File: src/rtl/uart_conv16to8_pkg.sv
// Shared UART frame definitions: widths, frame tags and converter state encoding.
package uart_conv16to8_pkg;

  localparam int unsigned FRAME_W = 16;
  localparam int unsigned BYTE_W  = 8;

  // Frame tags carried in the top nibble of each word; tag 0 is the mux idle word.
  localparam logic [3:0] TAG_PL2_POSX   = 4'h1;
  localparam logic [3:0] TAG_PL2_POSY   = 4'h2;
  localparam logic [3:0] TAG_MATCH_CTRL = 4'h3;

  localparam logic [2:0] ST_SETTLE  = 3'd0;
  localparam logic [2:0] ST_SEND_HI = 3'd1;
  localparam logic [2:0] ST_WAIT_HI = 3'd2;
  localparam logic [2:0] ST_SEND_LO = 3'd3;
  localparam logic [2:0] ST_WAIT_LO = 3'd4;

  typedef enum logic [2:0] {
    StSettle = ST_SETTLE,
    StSendHi = ST_SEND_HI,
    StWaitHi = ST_WAIT_HI,
    StSendLo = ST_SEND_LO,
    StWaitLo = ST_WAIT_LO
  } conv_state_e;

  // Select the high or low byte of a frame word.
  function automatic logic [BYTE_W-1:0] frame_byte(input logic [FRAME_W-1:0] word,
                                                   input logic hi);
    return hi ? word[FRAME_W-1 -: BYTE_W] : word[BYTE_W-1:0];
  endfunction

endpackage

File: src/rtl/uart_tx_watchdog.sv
// Byte-completion watchdog: counts cycles while run is high and flags expiry after
// TIMEOUT_CYCLES cycles. TIMEOUT_CYCLES = 0 disables expiry.
module uart_tx_watchdog #(
  parameter int unsigned TIMEOUT_CYCLES = 1_000_000
) (
  input  logic clk,
  input  logic rst,
  input  logic clear,
  input  logic run,
  output logic expired
);

  localparam int unsigned CNT_W = $clog2(TIMEOUT_CYCLES) + 1;
  localparam logic [CNT_W-1:0] CNT_LAST =
      CNT_W'((TIMEOUT_CYCLES == 0) ? 0 : TIMEOUT_CYCLES - 1);
  localparam logic ENABLED = (TIMEOUT_CYCLES != 0);

  logic [CNT_W-1:0] cnt_q, cnt_d;

  // Next count: clear wins, otherwise count up while running and hold at the last value.
  always_comb begin
    cnt_d = cnt_q;
    if (clear) begin
      cnt_d = '0;
    end else if (run && (cnt_q != CNT_LAST)) begin
      cnt_d = cnt_q + 1'b1;
    end
  end

  // Counter register.
  always_ff @(posedge clk) begin
    if (rst) begin
      cnt_q <= '0;
    end else begin
      cnt_q <= cnt_d;
    end
  end

  assign expired = ENABLED && run && (cnt_q == CNT_LAST);

endmodule

File: src/rtl/uart_conv16to8.sv
// Splits each 16-bit frame word into two bytes (high first) for the byte-wide UART
// transmitter and tells the word mux when the pending tx_done completes a word.
module uart_conv16to8
  import uart_conv16to8_pkg::*;
#(
  parameter int unsigned SETTLE_CYCLES  = 2,
  parameter int unsigned TIMEOUT_CYCLES = 1_000_000
) (
  input  logic               clk,
  input  logic               rst,
  input  logic [FRAME_W-1:0] data_in,
  input  logic               tx_done,
  output logic               tx_start,
  output logic [BYTE_W-1:0]  tx_data,
  output logic               conv16to8ready,
  output logic               timeout_err
);

  localparam logic [3:0] SETTLE_LAST = 4'(SETTLE_CYCLES - 1);

  conv_state_e        state_q;
  logic [3:0]         settle_q;
  logic [FRAME_W-1:0] word_q;
  logic               wd_clear;
  logic               wd_run;
  logic               wd_expired;

  // The watchdog restarts on the single SEND cycle preceding each WAIT state.
  assign wd_clear = (state_q == StSendHi) || (state_q == StSendLo);
  assign wd_run   = (state_q == StWaitHi) || (state_q == StWaitLo);

  uart_tx_watchdog #(
    .TIMEOUT_CYCLES(TIMEOUT_CYCLES)
  ) u_watchdog (
    .clk    (clk),
    .rst    (rst),
    .clear  (wd_clear),
    .run    (wd_run),
    .expired(wd_expired)
  );

  // Converter FSM; every output is set on the edge entering the state that owns it.
  always_ff @(posedge clk) begin
    if (rst) begin
      state_q        <= StSettle;
      settle_q       <= '0;
      word_q         <= '0;
      tx_start       <= 1'b0;
      tx_data        <= '0;
      conv16to8ready <= 1'b0;
      timeout_err    <= 1'b0;
    end else begin
      tx_start <= 1'b0;
      unique case (state_q)
        StSettle: begin
          // Mux select and data register have settled by the last count.
          if (settle_q == SETTLE_LAST) begin
            word_q   <= data_in;
            tx_data  <= frame_byte(data_in, 1'b1);
            tx_start <= 1'b1;
            settle_q <= '0;
            state_q  <= StSendHi;
          end else begin
            settle_q <= settle_q + 4'd1;
          end
        end
        StSendHi: begin
          tx_data <= frame_byte(word_q, 1'b1);
          state_q <= StWaitHi;
        end
        StWaitHi: begin
          if (tx_done || wd_expired) begin
            if (!tx_done) begin
              timeout_err <= 1'b1;
            end
            tx_data  <= frame_byte(word_q, 1'b0);
            tx_start <= 1'b1;
            state_q  <= StSendLo;
          end
        end
        StSendLo: begin
          conv16to8ready <= 1'b1;
          state_q        <= StWaitLo;
        end
        StWaitLo: begin
          // On timeout the mux sees no ready&tx_done, so the same word is resent.
          if (tx_done || wd_expired) begin
            if (!tx_done) begin
              timeout_err <= 1'b1;
            end
            conv16to8ready <= 1'b0;
            settle_q       <= '0;
            state_q        <= StSettle;
          end
        end
        default: begin
          conv16to8ready <= 1'b0;
          settle_q       <= '0;
          state_q        <= StSettle;
        end
      endcase
    end
  end

endmodule

File: config.mk
export PLATFORM = sky130hd
export DESIGN_NAME = uart_conv16to8
export DESIGN_NICKNAME = d
export VERILOG_FILES = /design/src/rtl/uart_conv16to8_pkg.sv /design/src/rtl/uart_tx_watchdog.sv /design/src/rtl/uart_conv16to8.sv
export SDC_FILE = /design/constraint.sdc
export NUM_CORES = 1
export LEC_CHECK = 0
export BUFFER_PORTS_ARGS = -buffer_cell sky130_fd_sc_hd__buf_2
export CAP_MARGIN = 20
export CELL_PAD_IN_SITES_DETAIL_PLACEMENT = 0
export CELL_PAD_IN_SITES_GLOBAL_PLACEMENT = 1
export CORE_MARGIN = 2
export CORE_UTILIZATION = 36
export CTS_CLUSTER_DIAMETER = 150
export DETAILED_ROUTE_END_ITERATION = 6
export GPL_TIMING_DRIVEN = 0
export PLACE_DENSITY = 0.67
export RECOVER_POWER = 100
export SETUP_SLACK_MARGIN = 0.15
export SLEW_MARGIN = 20
export SYNTH_ARGS = -nofsm -noshare
export SYNTH_HDL_FRONTEND = slang
export SYNTH_SLANG_ARGS = --single-unit
File: constraint.sdc
create_clock -name clk -period 3.5 [get_ports clk]
set_clock_uncertainty 0.2 [all_clocks]
set_input_delay 0.525 -clock clk [delete_from_list [all_inputs] [get_ports clk]]
set_output_delay 0.525 -clock clk [all_outputs]
set_load 0.005 [all_outputs]
Yosys cells after proc, flatten, opt, wreduce, memory -nomap -nowiden
Index checks and enable logic that the tools add are counted.
Storage, ports and cells
  register bits after elaboration: 55
  bits of input ports: 19
  logic and storage cells: 55
Cells by class
  add/subtract/negate cells: 2
  eq/ne operators: 10
  multiplexer cells: 15
  bitwise logic cells: 3
  reductions and logical operators: 17
Operators with widths (number)
  8-bit case mux with 3 select lines: 1
  21-bit by 1-bit adder with 21-bit output, second input constant: 1
  21-bit by 20-bit == test with 1-bit output, second input constant: 1
  21-bit by 20-bit inequality test with 1-bit output, second input constant: 1
  8-bit 2-to-1 mux: 2
  3-bit case mux with 5 select lines: 1
  4-bit case mux with 3 select lines: 1
  3-bit 2-to-1 mux: 3
  3-bit AND reduction: 3
  4-bit 2-to-1 mux: 2
  3-bit by 2-bit == test with 1-bit output, second input constant: 2
  2-bit AND reduction: 3
  3-bit OR reduction: 2
  4-bit by 1-bit adder with 4-bit output, second input constant: 1
  4-bit by 1-bit == test with 1-bit output, second input constant: 1
  2-bit by 1-bit inequality test with 1-bit output, second input constant: 2
  2-bit OR reduction: 2
  3-bit by 1-bit == test with 1-bit output, second input constant: 1
  3-bit == test, second input constant: 1
  3-bit logical NOT: 1
  1-bit logical OR: 3
  1-bit 2-to-1 mux: 3
  1-bit inverter: 3
  1-bit case mux with 3 select lines: 1
  4 further kinds: 5

Longest topological paths before layout
  depth after elaboration: 6
  gate-level depth with buffers: 8
  mapped depth without buffers: 7

Modules after synthesis
From an unflattened synthesis, not the netlist that was laid out.
Second synthesis, totals
  cell total of the unflattened synthesis: 327
  area total of the unflattened synthesis: 2698.8 um^2
Modules (own cells, without submodules)
  uart_conv16to8: instances 1, cells each 191, area each 1547.7 um^2, sequential area each 680.7 um^2
  uart_tx_watchdog: instances 1, cells each 136, area each 1151.1 um^2, sequential area each 420.4 um^2

Worst setup path after synthesis
Ideal clock, no wire load.
  path kind: flip-flop to flip-flop
  from: register u_watchdog.cnt_q[0]
  to: register state_q[0]
  setup time: 0.087 ns
  arrival: 1.596 ns
  data required time: 3.213 ns
  slack: 1.617 ns
  stages on the path, launching flop included: 7
  period minus slack after synthesis: 1.883 ns
  cell sequence: dfxtp_1 -> ha_1 -> and4_1 -> nand4_4 -> o21a_4 -> nor2_8 -> nor4b_4
Between the ends
  word-level cells in the longest chain between the ends: 5
RTL lines
  from (decl): RTL line uart_tx_watchdog.sv:18  | logic [CNT_W-1:0] cnt_q, cnt_d;
  from (signal assigned): RTL line uart_tx_watchdog.sv:35  | cnt_q <= cnt_d;
  21-bit by 20-bit == test with 1-bit output (*): RTL line uart_tx_watchdog.sv:39  | assign expired = ENABLED && run && (cnt_q == CNT_LAST);
  1-bit logical AND (*): RTL line uart_tx_watchdog.sv:39
  1-bit logical OR (*): RTL line uart_conv16to8.sv:72, uart_conv16to8.sv:87
  2-bit by 1-bit inequality test with 1-bit output (no line)
  3-bit AND reduction (no line) (*)
  to (signal assigned): RTL line uart_conv16to8.sv:69  | state_q <= StWaitHi;
  to (signal assigned): RTL line uart_conv16to8.sv:78  | state_q <= StSendLo;
  to (signal assigned): RTL line uart_conv16to8.sv:93  | state_q <= StSettle;
  to (decl): RTL line uart_conv16to8.sv:21  | conv_state_e state_q;
Mark *: on every way between the ends. The rest lies on a longest branch, timed or not.
A chain may end at the register's enable or synchronous reset.

Worst setup path after layout
  from: register state_q[0]
  to: register u_watchdog.cnt_q[13]
Between the ends
  word-level cells in the longest chain between the ends: 3
RTL lines
  from (signal assigned): RTL line uart_conv16to8.sv:45  | state_q <= StSettle;
  from (signal assigned): RTL line uart_conv16to8.sv:62  | state_q <= StSendHi;
  from (signal assigned): RTL line uart_conv16to8.sv:69
  3-bit by 1-bit == test with 1-bit output (tied with other cells): RTL line uart_conv16to8.sv:29  | assign wd_clear = (state_q == StSendHi) || (state_q == StSendLo);
  1-bit logical OR (on tied branches): RTL line uart_conv16to8.sv:29, uart_conv16to8.sv:30
  2-bit OR reduction (no line) / 1-bit logical AND (equally long branches)
Parallel ways exist; a longest one is shown, timed or not.

==> results.cfg <==
[run_status]
outcome = completed

[clock_tree]
clk_latency_ns = 0.31
cts.clk_slew.worst_paths_ns = 0.10
cts_tree = done
cts_setup_buffers = 0
htreeDepth = 2
cts_sinks = 55
cts_hold_buf = 0
clock_path_buffers = 2
cts_resized = 0
cts_buffers = 5
cts_root_buffer = clkbuf_8

[global_route]
gr-total-overflow = 0
grt_pass1_vias = 1994
grt_util_all_layers = 0.142
grt_pass1_wl_um = 9620
grt_start_max_net_pins = 18
antenna_found_initial = 0

[synth]
synthDistinctLibCells = 53
synth_seq_cells = 55
synth_fa_ha_area_frac = 0.0137
synth_simple_gate_area_share = 0.235
syn_nets = 291
synth-xor-area-share = 0.0644
synth_compound_area_frac = 0.146
async_flop_share = 0
synthFlopType = dfxtp_1
syn_inst = 269
syn_avg_cell_area_um2 = 10.2
synth_mux_area_frac = 0.0950
ys_seq_area_frac = 0.402
yosys_warnings = 0
synth-edff-count = 0
syn_area_um2 = 2740
synth_top_family_by_area = simple AND/OR/NAND/NOR gates

[power]
vdd_drop_max_mv = 0.306
power_mw = 2.09
pwr-share-seq = 0.389
power_density_nw_per_um2 = 683
clockPowerShare = 0.179
power_frac_comb = 0.431
swShare = 0.371
internal_power_mw = 1.31
switching_power_uw = 774
power_leakage_nw = 1.19

[sta]
setup_viol = 0
worst_pin_slew_ns = 0.863
setup_slack_ns = 0.997
post-route-min-period_ns = 2.50
setup_tns_ns = 0
rsz0062_at_grt = false
min_period_over_period = 0.715
slew_viol_final = 0
hold_viol_final = 0
fmaxAchievable_mhz = 400
slew_headroom = 0.420

[layout]
nets = 327
antenna_cells = 0
multi_input_area_um2 = 1480
area_growth_pct = 11.6
final_cell_count_no_fill = 405
fillCellCount = 736
register_area_um2 = 1100
drive_gt1_frac = 0.199
fin_util = 0.417

[placement]
post-place-cells = 397
place_worst_setup_slack_ns = 1.39
dp_hpwl_um = 4180
numPortBuffers = 29
gp_congestion = 0.751

[worst_setup_path]
max_stage_delay_ns = 0.53
critPathKind = reg -> reg
endpoint_kind = flop
crit_path_start_kind = flop
worstPathMaxFanout = 10
arrival_ns = 2.51
cp_common_cell = clkbuf_1
required_ns = 3.51
worstPathCellList = clkbuf_1, nor2b_1, or2_0, clkbuf_1, buf_2, nor2_1
rrSetupSlack_ns = 1.0
crit_family = buffers and inverters
critPathBufInv = 3
slowest_stage = clkbuf_1

[die]
boundaryPins = 30
die_y_um = 91.2
fp.dieArea_um2 = 8330
fp.dieW_um = 91.2
coreArea_um2 = 7330
rows = 31
initial_utilization = 0.374

[job]
cap_viol_max_count = 0

[detailed_routing]
drt_wl_total_um = 5700
drc = 0
via_per_inst = 5.18
firstDrtPassIters = 5
drtIter0Drc = 73
ant_nets = 0
wire_per_inst_um = 14.1
dr_total_vias = 2097

[worst_hold_path]
min-delay-path-class = in -> reg
[power by group through the flow]
stage	combinational (mW)	clock [mW]	sequential [mW]
after CTS	0.943	0.391	0.814
after detailed placement	0.939	0	0.828
after global routing	0.997	0.412	0.828
after floorplan	0.741	0	0.815
after global placement	0.934	0	0.827
final	0.901	0.374	0.813
[sequential cells by signal, indices dropped and copies added (netlist names)]
register          flops
conv16to8ready        1
state_q               3
timeout_err           1
u_watchdog.cnt_q     21
tx_data               8
word_q               16
tx_start              1
settle_q              4
[placed cells by master, fill, tap and decap left out, types with 9 or more instances in the layout]
master / instances
dfxtp_1: 55
nand2_1: 10
nand3_1: 9
xor2_1: 16
buf_2: 26
clkbuf_1: 12
nor2_1: 37
a311oi_1: 9
a21oi_1: 13
mux2i_1: 17
[worst register-to-register path, stage by stage (launching register included)]
cell      delay, ns
dfxtp_1        0.45
clkbuf_1       0.53
nor2b_1        0.28
or2_0          0.19
clkbuf_1       0.38
buf_2          0.30
nor2_1         0.07
[synth_stat cells, types with 3 or more instances]
cell type | n | share of area
nand2_1 | 10 | 0.014
clkbuf_1 | 5 | 0.0069
dfxtp_1 | 55 | 0.40
o21ai_0 | 3 | 0.0055
nor4b_4 | 4 | 0.035
nand4_1 | 7 | 0.016
a21oi_1 | 13 | 0.024
a222oi_1 | 8 | 0.029
nor2_1 | 37 | 0.051
o211ai_1 | 4 | 0.011
nor3_1 | 4 | 0.0073
buf_2 | 3 | 0.0055
xor2_1 | 16 | 0.051
or4_1 | 4 | 0.011
and3_1 | 4 | 0.0091
mux2i_1 | 17 | 0.062
nor2b_1 | 3 | 0.0069
a311oi_1 | 9 | 0.029
buf_6 | 4 | 0.016
nand3_1 | 8 | 0.015
ha_1 | 3 | 0.014
mux2_2 | 8 | 0.033
[final timing paths]
check / depth (start not counted) / to / startpoint
setup / recovery: 6 / u_watchdog.cnt_q[13]$_SDFFE_PP0P_ / state_q[0]$_SDFFE_PP0P_
setup reg to reg: 6 / u_watchdog.cnt_q[13]$_SDFFE_PP0P_ / state_q[0]$_SDFFE_PP0P_
hold reg to reg: 2 / conv16to8ready$_SDFFE_PP0P_ / conv16to8ready$_SDFFE_PP0P_
hold / removal: 3 / word_q[4]$_SDFFE_PP0P_ / data_in[4]
[cells by family (layout without fill, tap and decap cells)]
logic type      after synthesis  count (layout)
compound gates               49              49
xor+xnor                     18              18
fa+ha+maj                     3               3
buf+inv                      18              55
flops                        55              55
mux                          25              25
simple gates                101             101
[stage by stage]
step / cell area [µm²] / hold slack, ns
2_1_floorplan: 2740 / 0.256
3_3_place_gp: 3010 / 0.270
3_5_place_dp: 3010 / 0.277
4_1_cts: 3110 / 0.227
5_1_grt: 3060 / 0.241
6_report: 3060 / 0.234
[cell type report]
type                            count  share of cell area
Timing Repair Buffer               29              0.0458
Clock inverter                      2             0.00532
Buffer                             16              0.0340
Sequential cell                    55               0.360
Multi-Input combinational cell    196               0.485
Inverter                            2             0.00246
Clock buffer                        6              0.0270
Tap cell                           99              0.0405
[layer usage]
metal  vias to the layer above  share of wire  wire, µm  GRT usage
li1                       1071              -         -          -
met2                        35           0.48      2740      0.238
met4                         0         0.0093        53     0.0417
met1                       987           0.48      2750      0.187
met5                         -              0         0          0
met3                         4          0.026       151     0.0274
(Power assumes the default switching activity.)
